<file path="src/rtl/sort_result_serializer_if.sv">
// Bundle between the bitonic sorter output and a narrow element-stream consumer.
// Handshake: m_data/m_index/m_last are meaningful only while m_valid=1; a beat moves on a
// rising edge with m_valid && m_ready, and m_valid never drops before its beat moves.
interface sort_result_serializer_if #(
    parameter int DEPTH = 8,
    parameter int WIDTH = 32
);
    localparam int IW = (DEPTH > 1) ? $clog2(DEPTH) : 1;

    logic                 valid_in;
    logic [0:WIDTH-1]     seq_in [0:DEPTH-1];
    logic [WIDTH-1:0]     m_data;
    logic                 m_valid;
    logic                 m_ready;
    logic                 m_last;
    logic [IW-1:0]        m_index;
    logic [1:0]           slots_free;
    logic                 overflow;
    logic [7:0]           drop_count;
    logic                 dbg_stream;

    modport master (
        input  valid_in, seq_in, m_ready,
        output m_data, m_valid, m_last, m_index, slots_free, overflow, drop_count, dbg_stream
    );

    modport slave (
        output valid_in, seq_in, m_ready,
        input  m_data, m_valid, m_last, m_index, slots_free, overflow, drop_count, dbg_stream
    );
endinterface

</file>
<file path="src/rtl/sort_result_serializer.sv">
// Captures whole sorted vectors into a two-slot ping-pong buffer and streams them out one
// element per cycle; vectors arriving with no slot available are dropped and counted.
module sort_result_serializer #(
    parameter int DEPTH = 8,
    parameter int WIDTH = 32
) (
    input  logic                      clk,
    input  logic                      rst,
    sort_result_serializer_if.master  bus
);
    localparam int IW = (DEPTH > 1) ? $clog2(DEPTH) : 1;
    localparam logic [IW-1:0] LAST_IDX = IW'(DEPTH - 1);

    typedef enum logic {
        S_IDLE   = 1'b0,
        S_STREAM = 1'b1
    } state_t;

    state_t            r_state;
    state_t            w_state_nxt;
    logic [WIDTH-1:0]  r_slot [0:1][0:DEPTH-1];
    logic [1:0]        r_full;
    logic [1:0]        w_full_nxt;
    logic              r_wr_sel;
    logic              r_rd_sel;
    logic [IW-1:0]     r_index;
    logic [1:0]        r_slots_free;
    logic              r_overflow;
    logic [7:0]        r_drop_count;
    logic              w_xfer;
    logic              w_last_idx;
    logic              w_release;
    logic              w_capture;
    logic              w_drop;

    assign w_last_idx = (r_index == LAST_IDX);
    assign w_xfer     = (r_state == S_STREAM) && bus.m_ready;
    assign w_release  = w_xfer && w_last_idx;
    // With both slots full the write pointer has caught up to the read pointer, so a slot
    // freed by the final beat on this edge is exactly the one the new vector lands in.
    assign w_capture  = bus.valid_in &&
                        (!r_full[r_wr_sel] || (w_release && (r_rd_sel == r_wr_sel)));
    assign w_drop     = bus.valid_in && !w_capture;

    always_comb begin
        w_full_nxt = r_full;
        if (w_release) w_full_nxt[r_rd_sel] = 1'b0;
        if (w_capture) w_full_nxt[r_wr_sel] = 1'b1;
    end

    always_ff @(posedge clk or posedge rst) begin
        if (rst) r_state <= S_IDLE;
        else     r_state <= w_state_nxt;
    end

    always_comb begin
        w_state_nxt = r_state;
        case (r_state)
            S_IDLE:   if (r_full[r_rd_sel]) w_state_nxt = S_STREAM;
            S_STREAM: if (w_release && !w_full_nxt[~r_rd_sel]) w_state_nxt = S_IDLE;
            default:  w_state_nxt = S_IDLE;
        endcase
    end

    always_comb begin
        bus.m_valid    = 1'b0;
        bus.m_data     = '0;
        bus.m_last     = 1'b0;
        bus.dbg_stream = 1'b0;
        if (r_state == S_STREAM) begin
            bus.m_valid    = 1'b1;
            bus.m_data     = r_slot[r_rd_sel][r_index];
            bus.m_last     = w_last_idx;
            bus.dbg_stream = 1'b1;
        end
    end

    // Slot storage is pure datapath; occupancy flags guard its contents after reset.
    always_ff @(posedge clk) begin
        if (w_capture) begin
            for (int i = 0; i < DEPTH; i++) begin
                r_slot[r_wr_sel][i] <= bus.seq_in[i];
            end
        end
    end

    always_ff @(posedge clk or posedge rst) begin
        if (rst) begin
            r_full       <= 2'b00;
            r_wr_sel     <= 1'b0;
            r_rd_sel     <= 1'b0;
            r_index      <= '0;
            r_slots_free <= 2'd2;
            r_overflow   <= 1'b0;
            r_drop_count <= 8'd0;
        end else begin
            r_full       <= w_full_nxt;
            r_slots_free <= 2'd2 - {1'b0, w_full_nxt[0]} - {1'b0, w_full_nxt[1]};
            if (w_capture) r_wr_sel <= ~r_wr_sel;
            if (w_release) begin
                r_rd_sel <= ~r_rd_sel;
                r_index  <= '0;
            end else if (w_xfer) begin
                r_index  <= r_index + 1'b1;
            end
            if (w_drop) begin
                r_overflow <= 1'b1;
                if (r_drop_count != 8'hFF) r_drop_count <= r_drop_count + 8'd1;
            end
        end
    end

    assign bus.m_index    = r_index;
    assign bus.slots_free = r_slots_free;
    assign bus.overflow   = r_overflow;
    assign bus.drop_count = r_drop_count;
endmodule
</file>
<file path="src/flat_wrapper.sv">
// flat-port wrapper written by rule: the top's interface ports become plain ports
module sort_result_serializer_flat 
#(
    parameter int DEPTH = 8,
    parameter int WIDTH = 32
)
  (clk, rst, bus_valid_in, bus_seq_in, bus_m_ready, bus_m_data, bus_m_valid, bus_m_last, bus_m_index, bus_slots_free, bus_overflow, bus_drop_count, bus_dbg_stream);
  sort_result_serializer_if #(.DEPTH(DEPTH), .WIDTH(WIDTH)) bus_i ();
  input  logic clk;
  input  logic rst;
  input wire logic [$bits(bus_i.valid_in)-1:0] bus_valid_in;
  input wire logic [$bits(bus_i.seq_in)-1:0] bus_seq_in;
  input wire logic [$bits(bus_i.m_ready)-1:0] bus_m_ready;
  output wire logic [$bits(bus_i.m_data)-1:0] bus_m_data;
  output wire logic [$bits(bus_i.m_valid)-1:0] bus_m_valid;
  output wire logic [$bits(bus_i.m_last)-1:0] bus_m_last;
  output wire logic [$bits(bus_i.m_index)-1:0] bus_m_index;
  output wire logic [$bits(bus_i.slots_free)-1:0] bus_slots_free;
  output wire logic [$bits(bus_i.overflow)-1:0] bus_overflow;
  output wire logic [$bits(bus_i.drop_count)-1:0] bus_drop_count;
  output wire logic [$bits(bus_i.dbg_stream)-1:0] bus_dbg_stream;
  assign bus_i.valid_in = bus_valid_in;
  assign bus_i.seq_in = {>>{bus_seq_in}};
  assign bus_i.m_ready = bus_m_ready;
  assign bus_m_data = bus_i.m_data;
  assign bus_m_valid = bus_i.m_valid;
  assign bus_m_last = bus_i.m_last;
  assign bus_m_index = bus_i.m_index;
  assign bus_slots_free = bus_i.slots_free;
  assign bus_overflow = bus_i.overflow;
  assign bus_drop_count = bus_i.drop_count;
  assign bus_dbg_stream = bus_i.dbg_stream;
  sort_result_serializer #(.DEPTH(DEPTH), .WIDTH(WIDTH)) u_core (.clk(clk), .rst(rst), .bus(bus_i));
endmodule
</file>
<file path="config.mk">
export PLATFORM = sky130hd
export DESIGN_NAME = sort_result_serializer_flat
export DESIGN_NICKNAME = d
export VERILOG_FILES = /design/src/rtl/sort_result_serializer_if.sv /design/src/rtl/sort_result_serializer.sv /design/src/flat_wrapper.sv
export SDC_FILE = /design/constraint.sdc
export NUM_CORES = 1
export LEC_CHECK = 0
export ABC_AREA = 1
export CAP_MARGIN = 15
export CELL_PAD_IN_SITES_DETAIL_PLACEMENT = 0
export CELL_PAD_IN_SITES_GLOBAL_PLACEMENT = 1
export CORE_MARGIN = 3
export CORE_UTILIZATION = 30
export DETAILED_ROUTE_END_ITERATION = 8
export GPL_TIMING_DRIVEN = 0
export MAX_ROUTING_LAYER = met4
export PLACE_DENSITY_LB_ADDON = 0.1
export SLEW_MARGIN = 20
export SYNTH_ARGS = -nofsm -noshare
export SYNTH_HDL_FRONTEND = slang
export SYNTH_SLANG_ARGS = --single-unit
</file>
<file path="constraint.sdc">
create_clock -name clk -period 16.1 [get_ports clk]
set_input_delay 2.415 -clock clk [delete_from_list [all_inputs] [get_ports clk]]
set_output_delay 2.415 -clock clk [all_outputs]
set_load 0.005 [all_outputs]
</file>
After elaboration in Yosys (flattened, before gate mapping)
Memory sizes are Yosys's and may differ from the RTL's.
Index checks and enable logic that the tools add are counted.
{"block": "word_totals", "reg_bits": 19, "ram_bits": 512, "input_bits": 260, "output_inout_bits": 49, "wordCells": 68, "memories": 1}
{"block": "classes", "n_addsub": 4, "order_cmp": 6, "eq_ne": 3, "mux": 25, "bitwise": 7, "n_reduce_logical": 14}
{"name": "u_core.r_slot", "depth": 2, "width": 256, "rd": 1, "rd_ports_with_merged_regs": 0, "write_ports": 1, "line": "sort_result_serializer.sv:21", "text": "logic [WIDTH-1:0] r_slot [0:1][0:DEPTH-1];"}
{"op": "binary-select mux 32 bit (select 3 bit)", "n": 1}
{"op": "two-way mux 32 bit", "n": 3}
{"op": "two-way mux 1 bit", "n": 14}
{"op": "adder 8 x 1 -> 8 bit (second input constant)", "n": 1}
{"op": "logical AND 1 bit", "n": 8}
{"op": "inequality test 8 bit (second input constant)", "n": 1}
{"op": "less-than comparator 1 x 2 -> 1 bit (second input constant)", "n": 3}
{"op": "two-way mux 3 bit", "n": 2}
{"op": ">= comparator 4 bit (second input constant)", "n": 1}
{"op": "two-way mux 2 bit", "n": 2}
{"op": "inverter 3 -> 4 bit", "n": 1}
{"op": "adder 3 x 1 -> 3 bit (second input constant)", "n": 1}
{"op": "equality test 3 bit (second input constant)", "n": 1}
{"op": "zero test 1 bit", "n": 3}
{"op": "inverter 1 bit", "n": 3}
{"op": "bitwise AND 2 bit", "n": 1}
{"op": "demux 1 bit (select 1 bit)", "n": 2}
{"op": ">= comparator 1 bit (second input constant)", "n": 2}
{"op": "inverter 2 bit", "n": 1}
{"op": "bitwise OR 2 bit", "n": 1}
{"op": "case mux 1 bit (2 select lines)", "n": 1}
{"op": "AND reduction 2 bit", "n": 1}
{"op": "nonzero test 2 bit", "n": 1}
{"op": "subtractor 2 x 1 -> 2 bit", "n": 1}
{"op": "other kinds (3)", "n": 3}

Logic depth before layout (Yosys ltp)
Gate-level depths: netlist of run 1.
{"block": "depth", "word_depth": 15, "ltp_mapped": 11, "depth_no_buf": 10}

Least setup slack after synthesis of run 1
OpenSTA, ideal clock, no wires.
{"block": "synth_path", "path_kind": "input port to flip-flop", "startpoint": "in bus_m_ready", "endpoint": "mem u_core.r_slot[1][0] in the netlist's numbering, enable pin", "setup_time_ns": 0.607, "t_arrival_ns": 7.878, "required_time_ns": 15.493, "slack_ns": 7.615, "cell_stages": 6, "path_cell_list": "nand2_1 nor2_1 nand2_2 nand2_1 nand3_1 inv_1"}
{"block": "synth_between", "elab_chain_cells": 7}
{"item": "start, declared", "line": "flat_wrapper.sv:13", "text": "input wire logic [$bits(bus_i.m_ready)-1:0] bus_m_ready;"}
{"item": "logical AND 1 bit", "line": "sort_result_serializer.sv:37", "text": "assign w_xfer = (r_state == S_STREAM) && bus.m_ready;"}
{"item": "logical AND 1 bit", "line": "sort_result_serializer.sv:38", "text": "assign w_release = w_xfer && w_last_idx;"}
{"item": "logical AND 1 bit", "line": "sort_result_serializer.sv:42", "text": "(!r_full[r_wr_sel] || (w_release && (r_rd_sel == r_wr_sel)));"}
{"item": "logical OR 1 bit", "line": "sort_result_serializer.sv:42"}
{"item": "logical AND 1 bit", "line": "sort_result_serializer.sv:41", "text": "assign w_capture = bus.valid_in &&"}
{"item": "two-way mux 1 bit", "line": "sort_result_serializer.sv:80", "text": "if (w_capture) begin"}
{"item": "two-way mux 1 bit (not written as such)", "line": "sort_result_serializer.sv:82", "text": "r_slot[r_wr_sel][i] <= bus.seq_in[i];"}
{"item": "end, declared", "line": "sort_result_serializer.sv:21"}
No other way between the ends.

Final worst setup path of run 1
{"block": "layout_path", "startpoint": "reg u_core.r_index[0] (netlist: u_core.bus.m_index[0])", "endpoint": "out bus_m_data[18]"}
{"block": "layout_between", "elab_chain_cells": 5}
{"item": "start, declared", "line": "sort_result_serializer.sv:26", "text": "logic [IW-1:0] r_index;"}
{"item": "start signal, assigned", "line": "sort_result_serializer.sv:104", "text": "r_index <= r_index + 1'b1;"}
{"item": "inverter 3 -> 4 bit (not written as such)", "line": "sort_result_serializer.sv:72", "text": "bus.m_data = r_slot[r_rd_sel][r_index];"}
{"item": "binary-select mux 32 bit (select 3 bit)", "line": "sort_result_serializer.sv:72"}
{"item": "two-way mux 32 bit (not written as such) (2 in a row)", "line": "sort_result_serializer.sv:72"}
{"item": "two-way mux 32 bit", "line": "sort_result_serializer.sv:70", "text": "if (r_state == S_STREAM) begin"}
{"item": "end, declared", "line": "flat_wrapper.sv:14", "text": "output wire logic [$bits(bus_i.m_data)-1:0] bus_m_data;"}
No other way between the ends. The select of a mux whose other input is x is not followed.

==> reports/results.tsv, run 1 <==
stage	metric	value	unit
run_status	status	finished clean	
pwr	p_int	3.23	mW
clock_tree	clkLatencyLatePin	0.62	ns
sta	drv_slew	0	
setup_path	critPathKind	flip-flop to output port	
sta	rsz0062_at_grt	false	
floorplanning	dieArea	74900	um2
route	dr.pass1.iters	7	
pwr	p_sw	2.02	mW
setup_path	critPathMaxFanout	10	
setup_path	critPathLaunchType	flip-flop	
worst_hold_path	hold_depth	2	
yosys	ys_warn_count	0	
route	drc	0	
global_route	track_usage	20.0	%
layout	syn_to_final_growth	29.2	%
pwr	p_seq_share	35.6	%
yosys	syn_area	21500	um2
yosys	yosysUniqueCellTypes	25	
worst_hold_path	hp-class	flip-flop to flip-flop	
setup_path	cp.required	13.69	ns
pwr	combPwrFrac	39.8	%
layout	layout.nets	2423	
route	vias	14800	
route	drt_iter0_drc	1231	
global_route	grt_pass1_wl	104	mm
yosys	synth_seq_cells	531	
placed_design	routabilityCongestion	0.819	
setup_path	cp.arrival	3.73	ns
floorplanning	num_io_pins	309	
clock_tree	htreeDepth	2	
floorplanning	rows	97	
layout	layout-drive-gt1-share	6.89	%
job	drv_cap	0	
setup_path	worstRegToRegCells	10	
pwr	p_leak	9.65	nW
sta	hold_viol	0	
clock_tree	cts-root-buf	clkbuf_16	
yosys	synth_fp_nets	2048	
clock_tree	clk_path_buf_depth	3	
global_route	antenna_found_initial	4	
placed_design	io_buffers	308	
layout	final_util	39.4	%
clock_tree	clk_pin_slew	0.06	ns
sta	whs	0.476	ns
route	routed_wl	74.4	mm
placed_design	dp_hpwl	53.4	mm
clock_tree	cts_hold_buf	0	
clock_tree	post_cts_buffers	0	
global_route	first_global_vias	14600	
yosys	synthCells	1784	
clock_tree	cts.sinks	531	
floorplanning	die_h	274	um
sta	relSlewSlack	42.5	%
pwr	peakVddDrop	0.105	mV
layout	nFillCells	6759	
sta	worst_pin_slew	0.863	ns
yosys	syn_area_per_cell	12.0	um2
global_route	grt_max_degree	92	
clock_tree	numCtsBuffers	59	
clock_tree	cts_resized	0	
global_route	grt_overflow	0	
sta	finalSetupViolCount	0	
floorplanning	core	70500	um2
route	drt-vias-per-instance	4.71	
floorplanning	die_width	274	um
route	post_drt_wl_per_cell	23.6	um
pwr	power_frac_clock	24.6	%
yosys	ys_seq_area_share	73.8	%
clock_tree	cts_tree	built	
pwr	swShare	38.5	%
sta	fmax	163	MHz
sta	min_period_over_period	38.2	%
sta	fin_skew	0.0146	ns
floorplanning	start_util	30.5	%
route	antenna_left	0	
sta	min_period	6.15	ns
pwr	power_density	189	nW/um2
setup_path	endpoint_kind	output port	
sta	finalSetupTns	0	ns
final cells by class:
| type | count | area [um2] | share of cell area (%) |
|---|---|---|---|
| clock inverters | 36 | 278 | 1.00 |
| multi-input cells | 1066 | 4770 | 17.2 |
| plain buffers | 111 | 574 | 2.07 |
| repair buffers | 314 | 3250 | 11.7 |
| well taps | 940 | 1180 | 4.24 |
| diodes | 3 | 7.51 | 0.0270 |
| inverters | 76 | 303 | 1.09 |
| clock buffers | 72 | 1550 | 5.57 |
| flip-flops and latches | 531 | 15900 | 57.1 |
routing by layer:
| layer | wire length [um] | vias up | global-route usage (%) |
|---|---|---|---|
| met5 | 0 | - | - |
| met1 | 33300 | 7246 | 26.9 |
| li1 | - | 7039 | - |
| met4 | 1960 | 0 | 5.81 |
| met2 | 35800 | 443 | 32.1 |
| met3 | 3310 | 100 | 2.34 |
cells by family after synthesis:
kind of cell | count (synthesis) | synth area share [%]
flops | 531 | 73.8
compound gates | 310 | 7.71
simple gates | 745 | 14.0
xor+xnor | 7 | 0.285
fa+ha+maj | 4 | 0.233
buf+inv | 187 | 4.01
cell usage after synthesis:
master    number  share of area [%]
inv_4          1              0.029
nand2_1      126                2.2
edfxtp_1     512                 72
o21ai_1        2              0.047
nand3_2        1              0.047
buf_6          7               0.37
nor2_1       465                8.1
nand2_2        2              0.058
buf_2         36               0.84
nand3_1      148                3.4
nand4_1        2              0.058
ha_1           4               0.23
inv_1         74                1.3
dfstp_2        1               0.12
xnor2_1        2              0.082
buf_1          4              0.070
a21oi_1       45                1.0
dfrtp_1       18                2.1
nor2_4         1              0.052
xor2_1         5               0.20
inv_2          1              0.017
o21ai_0      221                5.1
o211ai_1      42                1.5
clkbuf_1      48               0.84
buf_4         16               0.56
state kept, by name (all words and copies together) (netlist names):
name,cells
u_core.r_full,2
u_core.r_state,1
u_core.bus.m_index,3
u_core.r_rd_sel,1
u_core.r_wr_sel,1
u_core.bus.drop_count,8
u_core.bus.slots_free,2
u_core.bus.overflow,1
u_core.r_slot,512
placed cells by master (no fill, tap or decap), drive strengths merged:
| cell | n |
|---|---|
| nand4 | 2 |
| bufinv | 4 |
| xnor2 | 2 |
| dfstp | 1 |
| nand2 | 128 |
| nor2 | 466 |
| o211ai | 42 |
| clkinv | 29 |
| inv | 77 |
| diode | 3 |
| xor2 | 5 |
| clkinvlp | 2 |
| clkdlybuf4s50 | 308 |
| buf | 69 |
| ha | 4 |
| o21ai | 223 |
| clkbuf | 120 |
| nand3 | 149 |
| dfrtp | 18 |
| edfxtp | 512 |
| a21oi | 45 |
metrics by stage:
stage                     total power, mW  instances  cell area [um2]  setup WS, ns
after global placement               4.12       3032            25700          3.21
final                                5.25       3149            27800          9.95
after global routing                 5.56       3149            27800          9.79
after CTS                            5.34       3146            27800          9.95
after floorplan                      3.00       1784            21500          7.62
after detailed placement             4.04       3038            25900         10.65
power by group through the flow:
stage | Combinational (mW) | Sequential [mW] | Clock (mW)
after floorplan | 1.05 | 1.95 | 0
after global placement | 2.11 | 2.01 | 0
after detailed placement | 2.14 | 1.90 | 0
after CTS | 2.14 | 1.87 | 1.32
after global routing | 2.29 | 1.89 | 1.38
final | 2.09 | 1.87 | 1.29
worst paths after layout:
check	slack, ns	startpoint	to
hold reg to reg	0.48	u_core.bus.overflow$_DFFE_PP0P_	u_core.bus.overflow$_DFFE_PP0P_
setup reg to reg	13.02	u_core.bus.m_index[0]$_DFFE_PP0P_	u_core.r_slot[1][78]$_DFFE_PP_
min in group asynchronous	2.27	rst	u_core.bus.overflow$_DFFE_PP0P_
hold / removal	0.48	u_core.bus.overflow$_DFFE_PP0P_	u_core.bus.overflow$_DFFE_PP0P_
setup / recovery	9.95	u_core.bus.m_index[0]$_DFFE_PP0P_	bus_m_data[18]
max in group asynchronous	13.34	rst	u_core.bus.drop_count[2]$_DFFE_PP0P_
critical path: stages (launching register included):
cell and delay, ns:
dfrtp_1 0.37, buf_2 0.21, buf_4 0.30, clkbuf_1 0.52, o21ai_0 0.18, o211ai_1 0.23
nand3_1 0.21, a21oi_1 0.49, clkdlybuf4s50_1 0.60
No activity file was read; power rests on OpenSTA's default activity.
==> inputs of run 2 (changes only) <==
clock period = 6.3 ns   (was 16.1 ns; I/O delays follow)
==> reports/results.tsv, run 2 (synthesized netlist as in run 1, its figures left out) <==
stage	metric	value	unit	change
run_status	status	finished clean		
placed_design	place_area	26100	um2	+0.83%
layout	regMostFlops	u_core.r_slot		
floorplanning	num_io_pins	309		unchanged
layout	layout.nets	2436		+0.54%
global_route	track_usage	20.3	%	+0.25 points
floorplanning	dieArea	74900	um2	unchanged
placed_design	dp_hpwl	54.6	mm	+2.4%
clock_tree	clk_pin_slew	0.06	ns	about the same
clock_tree	clkLatencyLatePin	0.63	ns	about the same
setup_path	worstPathCellList	buf_2, inv_1, buf_2, buf_4, nand2_1, o211ai_1, nand3_1, a21oi_1, clkdlybuf4s50_1		
setup_path	cp_common_cell	buf_2		
clock_tree	cts_hold_buf	0		unchanged
sta	relSlewSlack	45.4	%	+3.0 points
sta	worst_pin_slew	0.817	ns	-0.0457 ns
setup_path	cp.arrival	3.67	ns	-0.06 ns
layout	nFillCells	6757		-0.030%
setup_path	critPathKind	flip-flop to output port		
setup_path	slowest_delay	0.59	ns	about the same
floorplanning	start_util	30.5	%	unchanged
setup_path	critPathMaxFanout	10		unchanged
pwr	p_leak	9.73	nW	+0.79%
global_route	antenna_found_initial	2		-2
route	drt-vias-per-instance	4.66		-1.0%
route	drt_iter0_drc	1261		+2.4%
clock_tree	cts_tree	built		
floorplanning	die_width	274	um	unchanged
sta	rsz0062_at_grt	false		
layout	final_util	39.7	%	+0.29 points
clock_tree	numCtsBuffers	59		unchanged
clock_tree	cts-root-buf	clkbuf_16		
worst_hold_path	hp-class	flip-flop to flip-flop		
sta	fmax	217	MHz	
sta	min_period_over_period	73.2	%	
job	drv_cap	0		unchanged
sta	fin_skew	0.0226	ns	+0.00805 ns
sta	drv_slew	0		unchanged
layout	layout-drive-gt1-share	7.38	%	+0.49 points
clock_tree	post_cts_buffers	0		unchanged
floorplanning	rows	97		unchanged
sta	min_period	4.61	ns	
layout	design_area	28000	um2	+0.73%
clock_tree	htreeDepth	2		unchanged
sta	finalSetupViolCount	0		unchanged
pwr	peakVddDrop	0.249	mV	+140%
route	drc	0		unchanged
route	vias	14700		-0.53%
sta	hold_viol	0		unchanged
route	dr.pass1.iters	7		unchanged
floorplanning	core	70500	um2	unchanged
pwr	power_density	482	nW/um2	+150%
route	routed_wl	74.7	mm	+0.41%
setup_path	critPathLaunchType	flip-flop		
route	post_drt_wl_per_cell	23.6	um	about the same
global_route	grt_max_degree	31		-66%
layout	syn_to_final_growth	30.1	%	
setup_path	cp_slowest_cell	clkdlybuf4s50_1		
clock_tree	cts_resized	0		unchanged
route	antenna_left	0		unchanged
global_route	grt_overflow	0		unchanged
layout	final_common_cell	edfxtp_1		
floorplanning	die_h	274	um	unchanged
global_route	first_global_vias	14900		+1.8%
clock_tree	clk_path_buf_depth	3		unchanged
placed_design	routabilityCongestion	0.802		-2.1%
setup_path	cp.required	5.35	ns	-8.34 ns
global_route	grt_pass1_wl	105	mm	+1.2%
placed_design	io_buffers	308		unchanged
layout	largest_reg_flops	512		unchanged
clock_tree	cts.sinks	531		unchanged
setup_path	endpoint_kind	output port		
layout	final_cell_mix	512 x edfxtp_1, 465 x nor2_1, 308 x clkdlybuf4s50_1		
-- run 2: cell types whose count changed in the layout (fill, tap and decap cells not counted) --
cell and change:
buf_12 +18, buf_16 -5, bufinv_16 -1, clkbuf_1 -1
clkbuf_8 +1, clkinv_1 +5, clkinvlp_4 +1, diode_2 -1
inv_8 -2
-- run 2: final cells by class --
| type | instances | area, um2 | area share [%] |
|---|---|---|---|
| buffer | 111 | 574 | 2.05 |
| clock inverter | 39 | 259 | 0.926 |
| tap | 940 | 1180 | 4.21 |
| inverter | 76 | 295 | 1.06 |
| timing repair buffer | 327 | 3470 | 12.4 |
| clock buffer | 72 | 1560 | 5.57 |
| multi-input combinational | 1066 | 4770 | 17.1 |
| antenna | 2 | 5.00 | 0.0179 |
| sequential | 531 | 15900 | 56.7 |
-- run 2: stage by stage --
stage | setup WS (ns) | hold slack [ns] | TNS, ns | total power, mW | instances
after floorplan | 0.686 | 0.458 | 0 | 7.60 | 1784
after global routing | 1.49 | 0.517 | 0 | 14.3 | 3164
after global placement | -2.92 | 0.447 | -1477.89 | 10.4 | 3032
after detailed placement | 2.25 | 0.456 | 0 | 10.4 | 3051
final | 1.69 | 0.465 | 0 | 13.5 | 3164
after CTS | 1.67 | 0.472 | 0 | 13.7 | 3162
-- run 2: worst max-delay path, delay by kind of cell, from the launching register on --
kind,cells,cell delay (ns)
compound gates,2,0.91
simple gates,2,0.40
buf+inv,5,1.35
flops,1,0.39
-- run 2: worst paths after layout --
kind                                                         from                                   end  slack, ns  cells past startpoint
worst min-delay path              u_core.bus.overflow$_DFFE_PP0P_       u_core.bus.overflow$_DFFE_PP0P_       0.47                      2
worst max-delay path            u_core.bus.m_index[0]$_DFFE_PP0P_                        bus_m_data[18]       1.69                      9
max in group asynchronous                                     rst  u_core.bus.drop_count[2]$_DFFE_PP0P_       4.99                      2
worst max register to register  u_core.bus.m_index[0]$_DFFE_PP0P_       u_core.r_slot[0][117]$_DFFE_PP_       2.94                     12
min in group asynchronous                                     rst       u_core.bus.overflow$_DFFE_PP0P_       0.80                      2
worst min register to register    u_core.bus.overflow$_DFFE_PP0P_       u_core.bus.overflow$_DFFE_PP0P_       0.47                      2
-- run 2: where the power goes --
group          total, mW  internal [mW]  switching, mW
combinational       5.43           1.81           3.62
sequential          4.78           4.61          0.165
clock               3.27           1.86           1.40
-- run 2: layer usage --
layer	global-route usage [%]	vias up	part of all wire, %
li1	-	7056	-
met3	2.94	92	5.3
met2	32.5	437	48
met4	5.29	0	2.4
met5	-	-	0
met1	27.0	7164	45
==> inputs of run 3 (changes only) <==
clock period = 4.7 ns   (was 6.3 ns; I/O delays follow)
==> reports/results.tsv, run 3 (synthesized netlist as in run 1, its figures left out) <==
stage	metric	value	unit	change
setup_path	cp_slowest_cell	clkbuf_1		
placed_design	routabilityCongestion	0.821		+2.4%
worst_hold_path	hp-class	flip-flop to flip-flop		
clock_tree	clkLatencyLatePin	0.63	ns	about the same
clock_tree	cts_hold_buf	0		unchanged
route	dr.pass1.iters	5		-2
setup_path	cp.arrival	3.70	ns	+0.03 ns
setup_path	cp_common_cell	clkbuf_1		
floorplanning	rows	97		unchanged
layout	nFillCells	6699		-0.86%
clock_tree	numCtsBuffers	60		+1.7%
route	wl_met2	36.1	mm	+1.2%
global_route	grt_max_degree	30		-3.2%
sta	min_period_over_period	93.7	%	
route	wl_met3	4.11	mm	+3.1%
clock_tree	cts.sinks	531		unchanged
floorplanning	dieArea	74900	um2	unchanged
sta	finalSetupViolCount	0		unchanged
placed_design	dp_hpwl	55.4	mm	+1.3%
floorplanning	core	70500	um2	unchanged
route	drc	0		unchanged
worst_hold_path	hold_start	u_core.bus.overflow$_DFFE_PP0P_		
sta	hold_viol	0		unchanged
clock_tree	clk_pin_slew	0.06	ns	about the same
job	drv_cap	0		unchanged
clock_tree	post_cts_buffers	0		unchanged
clock_tree	cts_tree	built		
route	drt-vias-per-instance	4.69		+0.51%
layout	regMostFlops	u_core.r_slot		
route	vias	14800		+0.39%
global_route	first_global_vias	15000		+0.56%
placed_design	dp.cells	3053		+0.066%
sta	drv_slew	0		unchanged
clock_tree	htreeDepth	2		unchanged
layout	layout-drive-gt1-share	7.80	%	+0.42 points
route	post_drt_wl_per_cell	23.7	um	+0.22%
setup_path	path_buf_inv	4		-1
pwr	power_density	646	nW/um2	+34%
layout	layout.nets	2439		+0.12%
route	antenna_left	0		unchanged
setup_path	slowest_delay	0.69	ns	+0.10 ns
global_route	grt_overflow	0		unchanged
sta	min_period	4.41	ns	
global_route	antenna_found_initial	3		+1
global_route	grt_pass1_wl	105	mm	about the same
pwr	peakVddDrop	0.301	mV	+21%
setup_path	worstReg2RegStart	u_core.r_rd_sel$_DFFE_PP0P_		
route	routed_wl	74.8	mm	about the same
route	wl_met1	32.7	mm	-1.9%
floorplanning	die_h	274	um	unchanged
clock_tree	clk_path_buf_depth	3		unchanged
global_route	track_usage	20.3	%	+0.022 points
setup_path	cp_top_family	buffers and inverters		
sta	fin_skew	0.0229	ns	+0.000300 ns
sta	worst_pin_slew	0.857	ns	+0.0399 ns
layout	stdcell_count	3160		-0.13%
sta	whs	0.461	ns	-0.00448 ns
setup_path	worstPathCellList	clkbuf_1, inv_1, clkbuf_1, nand3_1, a21oi_1, clkdlybuf4s50_1		
setup_path	critPathLaunchType	flip-flop		
run_status	status	finished clean		
setup_path	crit_path_start	u_core.bus.m_index[2]$_DFFE_PP0P_		
setup_path	critPathKind	flip-flop to output port		
clock_tree	cts_resized	0		unchanged
sta	relSlewSlack	42.8	%	-2.6 points
floorplanning	start_util	30.5	%	unchanged
layout	syn_to_final_growth	30.7	%	
route	highest_layer	met4		
pwr	p_leak	9.76	nW	+0.30%
floorplanning	die_width	274	um	unchanged
layout	final_cell_mix	512 x edfxtp_1, 464 x nor2_1, 308 x clkdlybuf4s50_1		
sta	rsz0062_at_grt	false		
sta	fmax	227	MHz	
placed_design	io_buffers	308		unchanged
layout	largest_reg_flops	512		unchanged
pwr	power.total	18.1	mW	+35%
setup_path	endpoint_kind	output port		
setup_path	critPathMaxFanout	10		unchanged
route	drt_iter0_drc	1177		-6.7%
layout	final_common_cell	edfxtp_1		
setup_path	cp.required	3.99	ns	-1.36 ns
clock_tree	cts-root-buf	clkbuf_16		
floorplanning	num_io_pins	309		unchanged
==> run 3: routing by layer <==
layer  track usage, %  vias up
met3             3.21       95
li1                 -     7067
met1             26.6     7212
met4             5.67        0
met2             32.7      432
met5                -        -
==> run 3: worst paths after layout <==
check / end / slack (ns) / depth (start not counted)
min in group asynchronous: u_core.bus.drop_count[5]$_DFFE_PP0P_ / 0.57 / 2
worst max-delay path: bus_m_data[18] / 0.29 / 6
worst max register to register: u_core.r_slot[1][107]$_DFFE_PP_ / 1.68 / 13
worst min-delay path: u_core.bus.overflow$_DFFE_PP0P_ / 0.46 / 2
max in group asynchronous: u_core.r_state$_DFF_PP0_ / 3.62 / 2
worst min register to register: u_core.bus.overflow$_DFFE_PP0P_ / 0.46 / 2
==> run 3: through the flow <==
stage	utilization, %	instance area [um2]	TNS [ns]	setup WS [ns]
2_1_floorplan	-	21500	-309.71	-0.616
3_3_place_gp	36.6	25800	-2128.98	-4.19
3_5_place_dp	37.2	26300	0	0.960
4_1_cts	39.8	28100	0	0.270
5_1_grt	39.8	28100	0	0.172
6_report	39.8	28100	0	0.294
==> run 3: cell type report <==
cell class,count,area (um2),area share [%]
Inverter,76,298,1.06
Antenna cell,1,2.50,0.00891
Timing Repair Buffer,329,3540,12.6
Clock buffer,78,1610,5.74
Buffer,111,574,2.05
Sequential cell,531,15900,56.5
Tap cell,940,1180,4.19
Multi-Input combinational cell,1066,4810,17.1
Clock inverter,28,211,0.753
==> run 3: power breakdown <==
group	internal (mW)	switching, mW
logic	2.46	4.84
clock network	2.55	1.87
registers	6.18	0.226
total	11.2	6.94
==> run 3: worst min-delay path, delay by kind of cell, from the launching register on <==
kind	cells	cell delay, ns
AND/OR/NAND/NOR	1	0.05
buffers and inverters	1	0.04
flip-flops	1	0.34
